### config.mk
export PLATFORM = sky130hd
export DESIGN_NAME = muldiv_unit
export DESIGN_NICKNAME = d
export VERILOG_FILES = /design/src/rtl/mips_pkg.sv /design/src/rtl/muldiv_datapath.sv /design/src/rtl/muldiv_unit.sv
export SDC_FILE = /design/constraint.sdc
export NUM_CORES = 1
export LEC_CHECK = 0
export CORE_MARGIN = 2
export CORE_UTILIZATION = 60
export DETAILED_ROUTE_END_ITERATION = 7
export PLACE_DENSITY = 0.88
export SLEW_MARGIN = 15
export SYNTH_ARGS = -nofsm -noshare
export SYNTH_HDL_FRONTEND = slang
export SYNTH_SLANG_ARGS = --single-unit
export TNS_END_PERCENT = 50
### constraint.sdc
create_clock -name clk -period 7 [get_ports clk]
set_input_delay 1.4 -clock clk [delete_from_list [all_inputs] [get_ports clk]]
set_output_delay 1.4 -clock clk [all_outputs]
set_load 0.02 [all_outputs]
### src/rtl/mips_pkg.sv
// Shared MIPS core definitions: mul/div op encoding, FSM states and constants.
package mips_pkg;

  localparam int unsigned XLEN  = 32;
  localparam int unsigned CNT_W = 5;

  typedef enum logic [2:0] {
    OP_MULT  = 3'd0,
    OP_MULTU = 3'd1,
    OP_DIV   = 3'd2,
    OP_DIVU  = 3'd3,
    OP_MTHI  = 3'd4,
    OP_MTLO  = 3'd5,
    OP_RSV6  = 3'd6,
    OP_RSV7  = 3'd7
  } muldiv_op_t;

  typedef enum logic [1:0] {
    IDLE = 2'd0,
    BUSY = 2'd1,
    DONE = 2'd2
  } muldiv_state_t;

  localparam logic [XLEN-1:0] DIV0_QUOT = 32'hFFFF_FFFF;

  function automatic logic op_is_signed(input muldiv_op_t op);
    return (op == OP_MULT) || (op == OP_DIV);
  endfunction

  function automatic logic op_is_div(input muldiv_op_t op);
    return (op == OP_DIV) || (op == OP_DIVU);
  endfunction

endpackage

### src/rtl/muldiv_datapath.sv
// Iterative shift-add multiply / restoring divide datapath with sign fix-up.
// MULDIV_SINGLE_CYCLE_MULT_EN: multiply resolved in one step by a full multiplier.
module muldiv_datapath
  import mips_pkg::*;
(
  input  logic            clk,
  input  logic            Rst,
  input  logic            load,
  input  logic            step,
  input  muldiv_op_t      op,
  input  logic [XLEN-1:0] src_a,
  input  logic [XLEN-1:0] src_b,
  output logic            last_c,
  output logic [XLEN-1:0] res_hi_c,
  output logic [XLEN-1:0] res_lo_c
);

  // acc: {partial product, multiplier} for multiply; [XLEN-1:0] = dividend/quotient for divide
  logic [2*XLEN-1:0] acc, nxt_acc;
  logic [XLEN-1:0]   rem, nxt_rem;
  logic [XLEN-1:0]   b_mag;
  logic              s_a, s_b, is_div, div0;
  logic [CNT_W-1:0]  cnt, ld_cnt;

  logic            a_neg, b_neg;
  logic [XLEN-1:0] a_abs, b_abs;

  always_comb begin
    a_neg = op_is_signed(op) & src_a[XLEN-1];
    b_neg = op_is_signed(op) & src_b[XLEN-1];
    a_abs = a_neg ? XLEN'(-src_a) : src_a;
    b_abs = b_neg ? XLEN'(-src_b) : src_b;
`ifdef MULDIV_SINGLE_CYCLE_MULT_EN
    ld_cnt = op_is_div(op) ? CNT_W'(XLEN-1) : '0;
`else
    ld_cnt = CNT_W'(XLEN-1);
`endif
  end

  always_ff @(posedge clk) begin
    if (Rst) begin
      acc    <= '0;
      rem    <= '0;
      b_mag  <= '0;
      s_a    <= 1'b0;
      s_b    <= 1'b0;
      is_div <= 1'b0;
      div0   <= 1'b0;
      cnt    <= '0;
    end else if (load) begin
      acc    <= {XLEN'(0), a_abs};
      rem    <= '0;
      b_mag  <= b_abs;
      s_a    <= a_neg;
      s_b    <= b_neg;
      is_div <= op_is_div(op);
      div0   <= (src_b == '0);
      cnt    <= ld_cnt;
    end else if (step) begin
      acc <= nxt_acc;
      rem <= nxt_rem;
      cnt <= CNT_W'(cnt - 1'b1);
    end
  end

  logic [XLEN:0]   mul_sum;
  logic [XLEN:0]   shifted;
  logic [XLEN+1:0] diff;
  logic            unused_diff_bit;

  // One iteration: add-and-shift for multiply, trial-subtract for divide
  always_comb begin
    mul_sum = {1'b0, acc[2*XLEN-1:XLEN]} + (acc[0] ? {1'b0, b_mag} : '0);
    shifted = {rem, acc[XLEN-1]};
    diff    = {1'b0, shifted} - {2'b00, b_mag};
    nxt_acc = acc;
    nxt_rem = rem;
    if (is_div) begin
      if (!diff[XLEN+1]) begin
        nxt_rem           = diff[XLEN-1:0];
        nxt_acc[XLEN-1:0] = {acc[XLEN-2:0], 1'b1};
      end else begin
        nxt_rem           = shifted[XLEN-1:0];
        nxt_acc[XLEN-1:0] = {acc[XLEN-2:0], 1'b0};
      end
    end else begin
      nxt_acc = {mul_sum, acc[XLEN-1:1]};
    end
  end

  // Partial remainder stays below the divisor, so the trial difference never needs bit XLEN
  assign unused_diff_bit = diff[XLEN];

  logic [2*XLEN-1:0] prod_mag, prod;
  logic [XLEN-1:0]   quot, rmd;
  logic              neg;

  always_comb begin
`ifdef MULDIV_SINGLE_CYCLE_MULT_EN
    prod_mag = (2*XLEN)'(acc[XLEN-1:0]) * (2*XLEN)'(b_mag);
`else
    prod_mag = nxt_acc;
`endif
    neg  = s_a ^ s_b;
    prod = neg ? (2*XLEN)'(-prod_mag) : prod_mag;
    quot = nxt_acc[XLEN-1:0];
    rmd  = nxt_rem;
    if (is_div) begin
      res_lo_c = div0 ? DIV0_QUOT : (neg ? XLEN'(-quot) : quot);
      res_hi_c = s_a ? XLEN'(-rmd) : rmd;
    end else begin
      res_lo_c = prod[XLEN-1:0];
      res_hi_c = prod[2*XLEN-1:XLEN];
    end
  end

  assign last_c = (cnt == '0);

endmodule

### src/rtl/muldiv_unit.sv
// Multicycle MIPS mul/div unit: control FSM, decoder stall and HI/LO registers.
// MULDIV_SINGLE_CYCLE_MULT_EN selects the one-step multiplier in muldiv_datapath.
module muldiv_unit
  import mips_pkg::*;
(
  input  logic            clk,
  input  logic            Rst,
  input  logic            Start,
  input  logic [2:0]      Op,
  input  logic [XLEN-1:0] SrcA,
  input  logic [XLEN-1:0] SrcB,
  output logic            Stall,
  output logic [XLEN-1:0] Hi,
  output logic [XLEN-1:0] Lo
);

  muldiv_state_t   state_q, state_d;
  muldiv_op_t      op;
  logic            accept_c, load, step, wr_hilo;
  logic            last_c;
  logic [XLEN-1:0] res_hi_c, res_lo_c;

  assign op       = muldiv_op_t'(Op);
  assign accept_c = (state_q == IDLE) && Start && !Op[2];

  muldiv_datapath u_dp (
    .clk      (clk),
    .Rst      (Rst),
    .load     (load),
    .step     (step),
    .op       (op),
    .src_a    (SrcA),
    .src_b    (SrcB),
    .last_c   (last_c),
    .res_hi_c (res_hi_c),
    .res_lo_c (res_lo_c)
  );

  always_ff @(posedge clk) begin
    if (Rst) state_q <= IDLE;
    else     state_q <= state_d;
  end

  always_comb begin
    state_d = state_q;
    load    = 1'b0;
    step    = 1'b0;
    wr_hilo = 1'b0;
    case (state_q)
      IDLE: begin
        if (accept_c) begin
          load    = 1'b1;
          state_d = BUSY;
        end
      end
      BUSY: begin
        step = 1'b1;
        if (last_c) begin
          wr_hilo = 1'b1;
          state_d = DONE;
        end
      end
      DONE:    state_d = IDLE;
      default: state_d = IDLE;
    endcase
  end

  // DONE deliberately excluded so a lingering Start cannot retrigger
  assign Stall = !Rst && (accept_c || (state_q == BUSY));

  always_ff @(posedge clk) begin
    if (Rst) begin
      Hi <= '0;
      Lo <= '0;
    end else if (wr_hilo) begin
      Hi <= res_hi_c;
      Lo <= res_lo_c;
    end else if ((state_q == IDLE) && Start) begin
      if (op == OP_MTHI) Hi <= SrcA;
      if (op == OP_MTLO) Lo <= SrcA;
    end
  end

endmodule

==> key figures <==
Pwr
  – Tot Pwr: 3.89 mW
  – Worst VDD drop: 0.000186 V
  – Pwr dens: between 200 and 250 nW/um^2
  – Lkg Pwr: 7.37 nW

Synth
  – Post-synth EDFFs: 0
  – Top_reg_cell synth: dfxtp_1
  – Register bit total from synthesis: roughly 200
  – Cell area after synthesis: roughly 17000 sq um
  – Seq/Total Area, Yosys: 0.235
  – Syn Nets: 2466
  – Synth warn: 0
  – Post-Synthesis Cells: ~2300
  – Asr flop ratio synth: 0
  – Number of distinct library cells after synthesis: around 100
  – Post-synthesis area per instance: 7.43 sq um

Die
  – Chip height: 174 um
  – Initial core utilization: 0.605
  – Die area: 30200 sq um
  – Die Wd: 174 um
  – Cell Rows: 62
  – Ports: 135
  – Core Footprint: 28500 sq um

Setup path
  – Worst EP arrival: 6330 ps
  – CP Capture Type: flop
  – Critical Path RT: 7450 ps
  – Crit path kind: flop to flop
  – Crit-path max FO: 6
  – Crit path launch type: flop

Detailed routing
  – Routed Antenna Nets: 0
  – Final WL: around 64 mm
  – First-pass DRT Iterations: 6
  – DRT iter0 DRCs: between 2000 and 3000
  – DRC: 0
  – Total number of vias: 18900
  – Routed len/inst: 23.1 um
  – Vias per cell: 6.87

Layout
  – Commonest non-fill, non-tap cell in the layout: nor2_1
  – Fin area: a little under 20000 sq um
  – Final Util: 0.681
  – Area growth syn-to-layout: 12.6%
  – NumNets Final: 2488
  – Layout cell share with drive strength beyond 1: 0.0568
  – Most frequent cells in the layout: nor2_1, nand2_1, a21oi_1, dfxtp_1, clkdlybuf4s50_1

Clocking
  – CTS sink cnt: 203
  – Clock Root Buffer: clkbuf_16
  – H-tree lvl count: 1
  – Clock Latency Late Sink: 540 ps
  – CTS tree: built
  – Number of setup buffers added after CTS: 0
  – Clock tree buffer depth: 3
  – Clock Pin Slew Worst Setup and Hold Paths: 60 ps
  – Hold Buf Count CTS: 0
  – Post-CTS sizing: 0
  – CTS buffer count: 24

STA
  – Max-slew violation count: 0
  – Setup-failing EPs final: 0
  – Final hold vios: 0
  – Worst Tran Pin Value: approximately 1000 ps
  – Slew HR: 0.299
  – Final TNS setup: 0 ps
  – Clk_skew: 17.5 ps
  – Fmax: 0.170 GHz
  – Min cycle time layout: 5870 ps
  – RSZ-0062 raised after global routing: no
  – Tcrit/Tclk final: 0.839

Placement
  – DP HPWL: 47.1 mm
  – # port buffers: 134
  – Placed cell area: ~19000 sq um
  – Routability cong.: slightly above 1

GRT
  – First-pass GRT wire length: 97.2 mm
  – Pin count of the biggest net entering global routing: 85
  – Gr ovfl total: 0
  – Antenna violations before repair: 0
  – Vias in the first global route: 17400
  – GRT Overall Usage: 0.403

Hold path
  – Worst min path class: flop to flop

Flow run
  – Max Cap Violations: 0

Run status
  – Status: completed
through the flow:
stage	std cells	setup WS, ps	hold slack (ps)
2_1_floorplan	2324	2020	440
3_3_place_gp	2704	1600	458
3_5_place_dp	2704	1420	468
4_1_cts	2745	1380	475
5_1_grt	2745	871	499
6_report	2746	1130	474
power breakdown:
group	leakage, nW	switching, mW	total (mW)	internal (mW)
clock network	0.392	0.530	1.29	0.756
registers	1.65	0.0846	1.32	1.23
logic	5.33	0.819	1.28	0.466
cells in the mapped netlist (all sizes together) (19+ instances only):
cell type	instances	area [sq um]
nor2	244	916
nor4	19	125
or3	38	243
inv	76	285
ha	70	876
a221oi	39	348
nand4	22	144
clkbuf	125	469
xor2	94	823
o21ai	111	556
nand3	27	135
buf	38	194
a21oi	230	1160
nand2	238	893
a31oi	38	250
a211oi	105	793
dfxtp	203	4060
a21o	29	218
mux2i	89	891
xnor2	94	823
o211ai	22	165
and2	38	238
o31ai	34	274
nor3	52	293
state kept, by name, indices dropped and copies added (netlist names):
name         count
Hi              32
Lo              32
state_q          2
u_dp.acc        64
u_dp.b_mag      32
u_dp.cnt         5
u_dp.div0        1
u_dp.is_div      1
u_dp.rem        32
u_dp.s_a         1
u_dp.s_b         1
area by class of cell:
cell class              count  area, sq um
diodes                      1         2.50
clock buffers              35          733
clock inverters             6         57.6
fillers                  2437         9100
inverters                  76          285
multi-input cells        1882        12300
flip-flops and latches    203         4070
well taps                 384          480
repair buffers            159         1530
final timing paths:
check	to	slack, ps	from	cells past startpoint
hold / removal	u_dp.b_mag[18]	470	u_dp.b_mag[18]	2
setup reg to reg	Hi[30]	1130	u_dp.b_mag[1]	21
setup / recovery	Hi[30]	1130	u_dp.b_mag[1]	21
hold reg to reg	u_dp.b_mag[18]	470	u_dp.b_mag[18]	2
cell families (layout without fill, tap and decap cells):
family                     after synthesis  in the layout  synth area share
AOI/OAI and AO/OA                      748            748             0.292
xor gates and xnor gates               188            188            0.0954
adders and majority gates               72             72            0.0530
buffers and inverters                  239            276            0.0549
DFF                                    203            203             0.235
muxes                                   91             91            0.0529
other                                    0              1                 0
and+or+nand+nor                        783            783             0.216
critical path, cell delays in order, from the launching register on:
cell and delay [ps]:
dfxtp_1 440, inv_1 80, ha_1 290, nor2b_1 150, o2111ai_1 500, a21oi_2 180, a32oi_2 310, nand4_1 130
buf_4 220, o21ai_1 250, ha_1 310, o2111a_1 270, nand2_1 130, nor3_1 330, nand2b_1 230, nor3_1 390
nand3_1 130, nor4b_1 400, nand4_1 230, o31ai_1 330, xnor2_1 180, a221oi_2 300
routing by layer:
| layer | GRT usage | vias to the layer above | part of all wire |
|---|---|---|---|
| li1 | - | 8548 | - |
| met1 | 0.533 | 8843 | 0.39 |
| met2 | 0.615 | 1269 | 0.42 |
| met3 | 0.0748 | 208 | 0.12 |
| met4 | 0.232 | 0 | 0.065 |
| met5 | 0 | - | 0 |
Power figures use the tool's default switching activity.
